### src/rtl/max_pool_2x2.sv
// 2x2 stride-2 signed max pooling over a square frame streamed one row at a time.
// Even rows park pair maxima in a line buffer; odd rows finish each window against it.
module max_pool_2x2 #(
   parameter logic [5:0] IN_W = 6'd5
) (
   input  logic               clk,
   input  logic               rst_n,
   input  logic               pass,
   input  logic               srt_pool,
   input  logic signed [15:0] in_data,
   output logic signed [15:0] out_data,
   output logic               out_valid,
   output logic               out_end
);

   localparam int W     = int'(IN_W);
   localparam int LB_N  = W / 2;
   localparam int LB_AW = (LB_N > 1) ? $clog2(LB_N) : 1;

   localparam logic [6:0] COL_WRAP  = 7'(W + 1);
   localparam logic [6:0] COL_VALID = 7'(W);
   localparam logic [6:0] ROW_LAST  = 7'(W - 1);

   typedef enum logic [1:0] {IDLE, RUN, DONE} state_t;

   state_t             r_state;
   state_t             w_state_nxt;
   logic [6:0]         r_col;
   logic [6:0]         r_row;
   logic signed [15:0] r_pair;
   logic signed [15:0] r_lb [LB_N];
   logic signed [15:0] r_out_data;
   logic               r_out_valid;
   logic               r_out_end;

   logic               w_slot;
   logic               w_wrap;
   logic               w_valid_col;
   logic               w_odd_slot;
   logic               w_lb_wr;
   logic               w_emit;
   logic [LB_AW-1:0]   w_lb_idx;
   logic signed [15:0] w_pmax;
   logic signed [15:0] w_win;

   function automatic logic signed [15:0] smax(input logic signed [15:0] a,
                                               input logic signed [15:0] b);
      return (a > b) ? a : b;
   endfunction

   assign w_wrap      = (r_col == COL_WRAP);
   assign w_valid_col = (r_col < COL_VALID);
   assign w_lb_idx    = r_col[LB_AW:1];
   assign w_pmax      = smax(r_pair, in_data);
   assign w_win       = smax(w_pmax, r_lb[w_lb_idx]);

   // An odd valid column closes a horizontal pair; odd IN_W leaves the last column unpaired.
   assign w_odd_slot  = w_slot && w_valid_col && r_col[0];
   assign w_lb_wr     = w_odd_slot && !r_row[0];
   assign w_emit      = w_odd_slot && r_row[0];

   always_comb begin
      w_state_nxt = r_state;
      w_slot      = 1'b0;
      case (r_state)
         IDLE: begin
            if (srt_pool) begin
               w_slot      = 1'b1;
               w_state_nxt = RUN;
            end
         end
         RUN: begin
            if (!srt_pool) begin
               w_state_nxt = DONE;
            end else begin
               w_slot = 1'b1;
               if (w_wrap && (r_row == ROW_LAST)) begin
                  w_state_nxt = DONE;
               end
            end
         end
         DONE: w_state_nxt = DONE;
         default: w_state_nxt = IDLE;
      endcase
   end

   always_ff @(posedge clk or negedge rst_n) begin
      if (!rst_n) begin
         r_state     <= IDLE;
         r_col       <= '0;
         r_row       <= '0;
         r_pair      <= '0;
         r_out_data  <= '0;
         r_out_valid <= 1'b0;
         r_out_end   <= 1'b0;
         for (int i = 0; i < LB_N; i++) r_lb[i] <= '0;
      end else if (pass) begin
         r_state     <= IDLE;
         r_col       <= '0;
         r_row       <= '0;
         r_pair      <= '0;
         r_out_data  <= '0;
         r_out_valid <= 1'b0;
         r_out_end   <= 1'b0;
         for (int i = 0; i < LB_N; i++) r_lb[i] <= '0;
      end else begin
         r_state     <= w_state_nxt;
         r_out_valid <= w_emit;
         r_out_end   <= (r_state == DONE);
         if (w_emit) begin
            r_out_data <= w_win;
         end
         if (w_slot) begin
            if (w_wrap) begin
               r_col <= '0;
               r_row <= (r_row == ROW_LAST) ? 7'd0 : r_row + 7'd1;
            end else begin
               r_col <= r_col + 7'd1;
            end
         end
         if (w_slot && w_valid_col && !r_col[0]) begin
            r_pair <= in_data;
         end
         if (w_lb_wr) begin
            r_lb[w_lb_idx] <= w_pmax;
         end
      end
   end

   assign out_data  = r_out_data;
   assign out_valid = r_out_valid;
   assign out_end   = r_out_end;

endmodule

### config.mk
export PLATFORM = sky130hd
export DESIGN_NAME = max_pool_2x2
export DESIGN_NICKNAME = d
export VERILOG_FILES = /design/src/rtl/max_pool_2x2.sv
export SDC_FILE = /design/constraint.sdc
export NUM_CORES = 1
export LEC_CHECK = 0
export ABC_CLOCK_PERIOD_IN_PS = 8200
export BUFFER_PORTS_ARGS = -buffer_cell sky130_fd_sc_hd__buf_2
export CORE_UTILIZATION = 30
export CTS_BUF_LIST = sky130_fd_sc_hd__clkbuf_4 sky130_fd_sc_hd__clkbuf_8 sky130_fd_sc_hd__clkbuf_16
export DETAILED_ROUTE_END_ITERATION = 12
export SYNTH_ARGS = -nofsm -noshare
export SYNTH_HDL_FRONTEND = slang
export SYNTH_SLANG_ARGS = --single-unit
### constraint.sdc
create_clock -name clk -period 8.2 [get_ports clk]
set_input_delay 1.64 -clock clk [delete_from_list [all_inputs] [get_ports clk]]
set_output_delay 1.64 -clock clk [all_outputs]
set_load 0.02 [all_outputs]
==> results of run 1 <==
==> layer usage <==
layer  vias to the layer above  wire length (um)
li1                       2051                 -
met1                      2050              5980
met2                       104              5730
met3                        11               529
met4                         0               151
met5                         -                 0
==> logic make-up after synthesis <==
| kind of cell | after synthesis | synth area share [%] |
|---|---|---|
| fa+ha+maj | 40 | 9.81 |
| compound gates | 157 | 23.5 |
| simple gates | 188 | 17.2 |
| flops | 82 | 40.2 |
| mux | 19 | 3.73 |
| buf+inv | 71 | 5.47 |
==> sequential cells by signal, indices dropped and copies added (netlist names) <==
register / cells
out_data: 16
out_end: 1
out_valid: 1
r_col: 7
r_lb: 32
r_pair: 16
r_row: 7
r_state: 2
==> where the power goes <==
part	switching, W	leakage [nW]	internal [W]
combinational	0.000300	1.39	0.000188
sequential	0.0000648	1.13	0.000445
clock	0.000161	0.150	0.000251
total	0.000526	2.67	0.000884
==> metrics by stage <==
step / total power, W / utilization (%) / cell area (sq um) / setup WS [ps]
5_1_grt: 0.00151 / 35.0 / 5810 / 800
2_1_floorplan: 0.000878 / - / 5100 / 2340
3_5_place_dp: 0.00100 / 33.2 / 5500 / 1060
4_1_cts: 0.00142 / 35.0 / 5800 / 1410
3_3_place_gp: 0.000990 / 33.2 / 5500 / 1170
6_report: 0.00141 / 35.0 / 5810 / 1340
==> layout make-up <==
class | instances | area [sq um]
multi-input combinational | 404 | 2780
clock inverter | 4 | 51.3
sequential | 82 | 2050
clock buffer | 12 | 254
inverter | 42 | 158
tap | 220 | 275
timing repair buffer | 43 | 233
fill | 1716 | 10800
antenna | 1 | 2.50
==> cells in the final DEF (no fill, tap or decap), types with 2 or more instances in the layout <==
master,synthesis,layout
dfrtp_1,82,82
nor2_1,65,65
o21ai_0,60,60
nand2_1,52,52
inv_1,42,42
ha_1,40,40
buf_2,4,36
a21oi_1,25,24
mux2i_1,19,19
o211ai_1,18,18
nor3_1,16,16
nand3_1,9,9
nor2b_1,9,9
a311oi_4,9,9
o221ai_1,9,9
nand2b_1,9,9
clkbuf_16,0,9
nand4_1,8,8
a32oi_1,8,8
buf_4,0,7
a311oi_1,6,6
o31ai_1,6,6
and3_1,5,5
a21o_1,4,4
or2_2,3,3
o21ai_1,2,2
or3_1,2,2
nand4bb_1,2,2
clkbuf_4,0,2
==> how the worst max path moves through the flow <==
| stage | from | end | slack, ps |
|---|---|---|---|
| detailed placement | in_data[14] | out_data[10]$_DFFE_PN0P_ | 1060 |
| floorplan | in_data[13] | out_data[11]$_DFFE_PN0P_ | 2340 |
| CTS | in_data[14] | out_data[10]$_DFFE_PN0P_ | 1410 |
| global route | in_data[14] | out_data[10]$_DFFE_PN0P_ | 800 |
| global placement | in_data[14] | out_data[11]$_DFFE_PN0P_ | 1170 |
| finish | in_data[14] | out_data[10]$_DFFE_PN0P_ | 1340 |
==> critical path, delay by kind of cell <==
kind            cells  cell delay [ps]
compound gates      6             2480
fa+ha+maj           2              510
buf+inv             4              570
simple gates        4             1810
==> summary.txt, run 1 <==
Status
  – Run status: completed

Layout
  – Post-layout net count: 642
  – Ratio of cells with drive above 1 in the final layout: about an eighth
  – Area growth from synthesis to layout: 13.8%
  – Non-Filler Instances: 808

Clocking
  – CTS tree: built
  – H-tree Lvls: 3
  – Inserted Clock Buffers: 9
  – # Post-CTS Setup Buffers: 0
  – Root Buffer: clkbuf_16
  – Hold Buf Count CTS: 0
  – # resized after CTS: 0
  – Worst skew pair latency: between 300 and 400 ps
  – CTS Sinks: 82
  – Clock slew seen by the registers of the worst setup and hold paths: ~60 ps
  – CTS Buffer Depth: 2

Detailed routing
  – DRT Pass-1 Iters: 5
  – Post-route antenna net violation count: 0
  – DR vias/cell: around 5.2
  – Routed wire per std cell: approximately 15 um
  – Initial DRC Count: ~430
  – DRC viols: 0
  – Vias: between 4000 and 5000
  – DRT Wirelength: 12400 um

Floorplan
  – Cell Rows: 47
  – Initial Utilization: about 31%
  – Core Area: 16600 sq um
  – Chip Height: about 130 um
  – Die ar.: approximately 18000 sq um
  – IO Count: 38
  – Die width: 132 um

Job
  – Max Cap Violations: 0

Timing
  – Hold Fails Final Rpt: 0
  – Slew Limit Headroom: a little over a fifth
  – Max Clock Skew: 8.35 ps
  – Hold Slack: 476 ps
  – Period utilization: 83.6%
  – Fmax: 146 MHz
  – Period minus WS final: 6860 ps
  – RSZ-0062 raised after global routing: false
  – Finish-stage setup viols: 0
  – Slew Viols, Final: 0
  – Setup total negative slack: 0 ps
  – Worst Max-Slew Pin Slew: between 1000 and 1500 ps

Critical path
  – Worst reg-to-reg setup slack: about 2400 ps
  – Max incr delay on CP: approximately 860 ps
  – CP endpoint kind: flip-flop
  – Startpoint Class: primary input
  – R2r startpoint: r_pair[14]$_DFFE_PN0P_
  – Worst path cell trace: buf_2, inv_1, ha_1, nand4_1, a2111oi_2, buf_4, or3_1, a311oi_1, inv_1, ha_1, nand4_1, nor2_1, o22ai_1, o221ai_1, a21o_1, o221ai_1
  – Worst r2r dst: out_data[10]$_DFFE_PN0P_
  – WP data required: between 8000 and 9000 ps
  – CP arrival: ~7100 ps
  – Depth of the worst register-to-register path: 14
  – Worst setup path class: in2reg
  – CP max-delay cell: or3_1
  – CP max FO: 20

Placed design
  – Post-placement cell count: between 700 and 800
  – DP HPWL: approximately 9000 um
  – Port Buffers: 37
  – RD Place Congestion: ~0.81

Yosys
  – Share of the yosys chip area belonging to registers: about 40%
  – Top_reg_cell synth: dfrtp_1
  – Mapped Nets: just over 600
  – Post-synth top area share: 40.2%
  – Post-synthesis cell area: between 5000 and 6000 sq um
  – Avg Cell Area, Syn: between 9 and 10 sq um
  – Number of unique standard cell types used by synthesis: between 40 and 50
  – Yosys reg bits: between 80 and 90
  – Mapped Cells: about 560
  – Post-synth top area cell: dfrtp_1
  – Synth warn: 0
  – EDFF count, synth: 0
  – Commonest cells in the netlist: dfrtp_1, nor2_1, o21ai_0, nand2_1, inv_1
  – Count leader, synth: dfrtp_1
  – FFs w/ async S/R, synth: 100%
  – Ranking of synthesized cells by area: dfrtp_1, ha_1, o21ai_0

Global routing
  – First-pass GRT wire length: about 21000 um
  – Met3 usage: under 10%
  – GR met2 Demand/Resource: between 20% and 30%
  – Largest net degree at the start of global routing: slightly above 80
  – GRT overflow: 0
  – Global routing's busiest layer: met2
  – Met1 Usage GRT: ~21%
  – Vias in the first global route: around 4100
  – Initial antenna violation count: 1
  – GRT Total Usage: 15.2%

Pwr
  – Maximum vdd drop: between 0.1 and 0.15 mV
  – Leakage: between 2 and 3 nW
  – Pwr dens: 243 nW/um^2

Min path
  – Hold path startpoint: r_col[6]$_DFFE_PN0P_
  – Hold Path Depth: 1
  – Hold EP: r_col[6]$_DFFE_PN0P_
  – Min-Delay Path Class: reg2reg
Note: power is estimated with default switching activity, not from simulation.
==> inputs of run 2 (changes only) <==
Settings changed: ABC_CLOCK_PERIOD_IN_PS 8200 to 6700.
Clock period 8.2 ns to 6.7 ns, I/O delays scaled along.
==> summary.txt, run 2 (synthesis results as in run 1) <==
Floorplan
  – Core Area: roughly 17000 sq um
  – IO Count: 38
  – Die ar.: 17500 sq um
  – Cell Rows: 47
  – Die width: about 130 um
  – Chip Height: approximately 130 um
  – Initial Utilization: around 31%

Layout
  – Post-layout net count: approximately 650
  – Ratio of cells with drive above 1 in the final layout: 14.2%
  – Register area: approximately 2100 sq um
  – Most common cell after layout, fill and taps aside: dfrtp_1
  – Max reg flops: 32
  – Antenna cell count: 0
  – Top reg by flops: r_lb
  – FILL cells: 1685
  – Multi-input logic area: roughly 2800 sq um
  – Area growth from synthesis to layout: 14.6%
  – Most frequent cells in the layout: dfrtp_1, nor2_1, o21ai_0

Pwr
  – Clock power share: between 20% and 30%
  – Sw frac: a little under two fifths
  – Seq pwr share: roughly a third
  – P_sw: ~0.00067 W
  – Overall power: approximately 0.0017 W
  – Maximum vdd drop: ~0.12 mV
  – Pint: 0.00108 W
  – Combinational share of power: 37.4%
  – Leakage: around 2.7 nW
  – Pwr dens: around 300 nW/um^2

Global routing
  – Initial antenna violation count: 0
  – GRT Total Usage: roughly 16%
  – Vias in the first global route: 4189
  – GRT overflow: 0
  – First-pass GRT wire length: ~22000 um
  – Largest net degree at the start of global routing: 83

Timing
  – Hold Fails Final Rpt: 0
  – Slew Viols, Final: 0
  – Worst Max-Slew Pin Slew: approximately 1200 ps
  – Fmax: 170 MHz
  – Max Clock Skew: about 6.3 ps
  – Period utilization: between 80 and 90%
  – Final WS setup: 806 ps
  – Hold Slack: ~480 ps
  – Period minus WS final: 5890 ps
  – RSZ-0062 raised after global routing: false
  – Finish-stage setup viols: 0
  – Setup total negative slack: 0 ps
  – Slew Limit Headroom: 22.7%

Critical path
  – WP data required: 6950 ps
  – CP endpoint kind: flip-flop
  – CP max FO: 10
  – Worst setup path class: in2reg
  – Startpoint Class: primary input
  – CP arrival: a little over 6000 ps

Job
  – Max Cap Violations: 0

Clocking
  – Worst skew pair latency: between 300 and 400 ps
  – Inserted Clock Buffers: 9
  – # Post-CTS Setup Buffers: 0
  – Hold Buf Count CTS: 0
  – CTS tree: built
  – H-tree Lvls: 3
  – CTS Buffer Depth: 2
  – Root Buffer: clkbuf_16
  – CTS Sinks: 82
  – Clock slew seen by the registers of the worst setup and hold paths: 60 ps
  – # resized after CTS: 0

Detailed routing
  – DRT Pass-1 Iters: 5
  – Post-route antenna net violation count: 0
  – Routed wire per std cell: 15.8 um
  – Vias: about 4200
  – DR vias/cell: between 5 and 6
  – DRC viols: 0
  – DRT Wirelength: ~13000 um
  – Initial DRC Count: roughly 370

Placed design
  – DP HPWL: around 9000 um
  – Port Buffers: 37
  – Dpl ws: ~540 ps
  – RD Place Congestion: between 0.8 and 0.9

Min path
  – Min-Delay Path Class: reg2reg

Status
  – Run status: completed
[run 2: changes by cell type in the layout (fill, tap and decap cells not counted), sizes merged]
| cell | delta |
|---|---|
| clkbuf | -2 |
| buf | +7 |
| diode | -1 |
| clkinvlp | +1 |
[run 2: metrics by stage]
step | cell area, sq um | util [%] | std cells
after CTS | 5850 | 35.2 | 813
final | 5850 | 35.2 | 813
after detailed placement | 5550 | 33.5 | 798
after global placement | 5550 | 33.5 | 798
after floorplan | 5100 | - | 557
after global routing | 5850 | 35.2 | 813
[run 2: power groups by stage]
stage          Sequential [W]  Combinational [W]  Clock, W
6_report             0.000594           0.000653  0.000501
4_1_cts              0.000593           0.000653  0.000509
5_1_grt              0.000601           0.000736  0.000531
3_3_place_gp         0.000600           0.000630         0
2_1_floorplan        0.000598           0.000477         0
3_5_place_dp         0.000602           0.000650         0
[run 2: final cells by class]
class,instances,share of cell area [%]
Tap cell,220,4.71
Timing Repair Buffer,50,4.88
Multi-Input combinational cell,404,47.6
Clock inverter,5,0.942
Sequential cell,82,35.1
Inverter,42,2.70
Clock buffer,10,4.09
[run 2: worst paths after layout]
kind | from | end | slack (ps) | cells after the start
max in group asynchronous | rst_n | out_data[10]$_DFFE_PN0P_ | 4860 | 1
hold reg to reg | r_lb[30]$_DFFE_PN0P_ | r_lb[30]$_DFFE_PN0P_ | 480 | 2
min in group asynchronous | rst_n | out_end$_DFF_PN0_ | 1180 | 1
hold / removal | r_lb[30]$_DFFE_PN0P_ | r_lb[30]$_DFFE_PN0P_ | 480 | 2
setup / recovery | in_data[14] | out_data[8]$_DFFE_PN0P_ | 810 | 16
setup reg to reg | r_pair[14]$_DFFE_PN0P_ | out_data[8]$_DFFE_PN0P_ | 1520 | 14
[run 2: routing by layer]
layer | track usage (%) | vias up | part of all wire, %
li1 | - | 2055 | -
met1 | 20.5 | 2065 | 47
met2 | 25.7 | 104 | 47
met3 | 2.35 | 17 | 3.7
met4 | 6.83 | 0 | 1.6
met5 | 0 | - | 0
[run 2: critical path: stages]
cell	delay [ps]
buf_2	90
inv_1	60
ha_1	330
nand4_1	200
a2111oi_2	940
buf_4	300
nor3_1	60
a311oi_1	530
inv_1	100
ha_1	320
nand4_1	100
nor2_1	160
o22ai_1	130
o221ai_1	650
nand3_1	490
o221ai_1	330
==> inputs of run 3 (changes only) <==
Settings changed: ABC_CLOCK_PERIOD_IN_PS 6700 to 6300, MAX_ROUTING_LAYER from default to met4.
Clock period 6.7 ns to 6.3 ns, I/O delays scaled along.
==> summary.txt, run 3 (synthesis results as in run 1) <==
Status
  – Run status: completed

Detailed routing
  – Initial DRC Count: 390
  – DR vias/cell: about 5.2
  – Vias: ~4200
  – DRT Pass-1 Iters: 5
  – Routed wire per std cell: about 16 um
  – DRC viols: 0
  – Post-route antenna net violation count: 0
  – DRT Wirelength: between 10000 and 15000 um

Global routing
  – GRT overflow: 0
  – GR met2 Demand/Resource: 25.1%
  – First-pass GRT wire length: ~21000 um
  – Largest net degree at the start of global routing: 83
  – Initial antenna violation count: 0
  – GRT Total Usage: approximately 16%
  – Vias in the first global route: 4174
  – Met1 Usage GRT: ~20%
  – Global routing's busiest layer: met2
  – Met3 usage: between 2 and 2.5%

Critical path
  – Worst reg-to-reg setup slack: approximately 1200 ps
  – Worst setup path class: in2reg
  – R2r startpoint: r_pair[13]$_DFFE_PN0P_
  – CP arrival: 5920 ps
  – Cell family with most CP delay: compound AO/OA/AOI/OAI gates
  – WP data required: 6500 ps
  – Startpoint Class: primary input
  – Max incr delay on CP: between 500 and 600 ps
  – CP endpoint kind: flip-flop
  – Worst path cell trace: buf_2, inv_1, ha_1, nand4_1, nor4_2, a21oi_4, buf_4, nor2_1, a311oi_1, inv_1, ha_1, a211o_1, nor4b_1, nand4bb_1, a21o_1, o221ai_1
  – CP startpoint: in_data[15]
  – CP max FO: 18
  – CP bufs+invs: 4
  – CP max-delay cell: a311oi_1

Pwr
  – Maximum vdd drop: between 0.1 and 0.15 mV
  – Overall power: 0.00187 W
  – Pwr dens: 319 nW/um^2
  – Leakage: between 2 and 3 nW

Floorplan
  – Die ar.: 17500 sq um
  – Core Area: between 15000 and 20000 sq um
  – IO Count: 38
  – Initial Utilization: between 30% and 40%
  – Chip Height: approximately 130 um
  – Cell Rows: 47
  – Die width: approximately 130 um

Placed design
  – DP HPWL: between 9000 and 10000 um
  – RD Place Congestion: approximately 0.82
  – Port Buffers: 37
  – Area after DPL: 5560 sq um

Layout
  – Antenna cell count: 0
  – Top reg by flops: r_lb
  – Max reg flops: 32
  – Most common cell after layout, fill and taps aside: dfrtp_1
  – Most frequent cells in the layout: dfrtp_1, nor2_1, o21ai_0
  – Ratio of cells with drive above 1 in the final layout: roughly 15%
  – Area growth from synthesis to layout: 15.0%
  – Post-route cell area: around 5900 sq um
  – Post-layout net count: about 650

Min path
  – Min-Delay Path Class: reg2reg
  – Hold path startpoint: r_col[6]$_DFFE_PN0P_

Job
  – Max Cap Violations: 0

Clocking
  – Inserted Clock Buffers: 9
  – H-tree Lvls: 3
  – Worst skew pair latency: between 300 and 400 ps
  – CTS Buffer Depth: 2
  – Root Buffer: clkbuf_16
  – # Post-CTS Setup Buffers: 0
  – CTS Sinks: 82
  – CTS tree: built
  – Clock slew seen by the registers of the worst setup and hold paths: 60 ps

Timing
  – Max Clock Skew: about 7.1 ps
  – Period utilization: 90.9%
  – Hold Fails Final Rpt: 0
  – Worst Max-Slew Pin Slew: between 1000 and 1500 ps
  – Slew Limit Headroom: approximately 29%
  – Finish-stage setup viols: 0
  – Slew Viols, Final: 0
  – Fmax: ~170 MHz
  – Period minus WS final: around 5700 ps
  – RSZ-0062 raised after global routing: false
  – Setup total negative slack: 0 ps
==> run 3: changes by cell type in the layout (fill, tap and decap cells not counted), sizes merged <==
cell | previous run | this run
clkbuf | 10 | 11
clkinvlp | 2 | 1
==> run 3: area by class of cell <==
| cell class | count | area [sq um] |
|---|---|---|
| clock buffer | 11 | 253 |
| clock inverter | 4 | 51.3 |
| fill | 1669 | 10700 |
| inverter | 42 | 158 |
| multi-input combinational | 404 | 2790 |
| sequential | 82 | 2050 |
| tap | 220 | 275 |
| timing repair buffer | 50 | 285 |
==> run 3: per-layer routing <==
metal / vias to the layer above / part of all wire (%)
met4: 0 / 2.2
met3: 18 / 3.3
met1: 2059 / 47
li1: 2059 / -
met5: - / 0
met2: 90 / 47
==> run 3: repair_timing <==
item                       CTS  global route
setup endpoints to repair    0             2
hold buffers                 0             0
resized for setup            0             1
==> run 3: through the flow <==
stage / hold slack (ps) / instances / utilization (%) / setup WS (ps)
2_1_floorplan: 437 / 557 / - / 820
3_3_place_gp: 460 / 798 / 33.5 / 377
3_5_place_dp: 464 / 798 / 33.5 / 180
4_1_cts: 477 / 813 / 35.3 / 535
5_1_grt: 505 / 813 / 35.4 / 92.7
6_report: 472 / 813 / 35.4 / 572
==> run 3: path summary, 6_finish.rpt <==
| kind | to | depth (start not counted) |
|---|---|---|
| setup reg to reg | out_data[5]$_DFFE_PN0P_ | 14 |
| hold reg to reg | r_col[6]$_DFFE_PN0P_ | 1 |
| min in group asynchronous | r_state[0]$_DFFE_PN0P_ | 1 |
| setup / recovery | out_data[5]$_DFFE_PN0P_ | 16 |
| max in group asynchronous | out_data[1]$_DFFE_PN0P_ | 1 |
| hold / removal | r_col[6]$_DFFE_PN0P_ | 1 |
==> run 3: worst register-to-register path, cell delays in order, from the launching register on <==
cell	delay, ps
dfrtp_1	430
ha_1	310
nand4_1	410
nor4_2	140
a21oi_4	510
buf_4	370
nor2_1	80
a311oi_1	530
inv_1	100
ha_1	260
a211o_1	240
nor4b_1	350
nand4bb_1	430
a21o_1	520
o221ai_1	220
==> run 3: report_power, final <==
| part | switching (W) | leakage, nW | internal (W) | total (W) |
|---|---|---|---|---|
| combinational | 0.000431 | 1.42 | 0.000263 | 0.000693 |
| clock | 0.000216 | 0.148 | 0.000326 | 0.000543 |
| sequential | 0.0000579 | 1.13 | 0.000580 | 0.000638 |
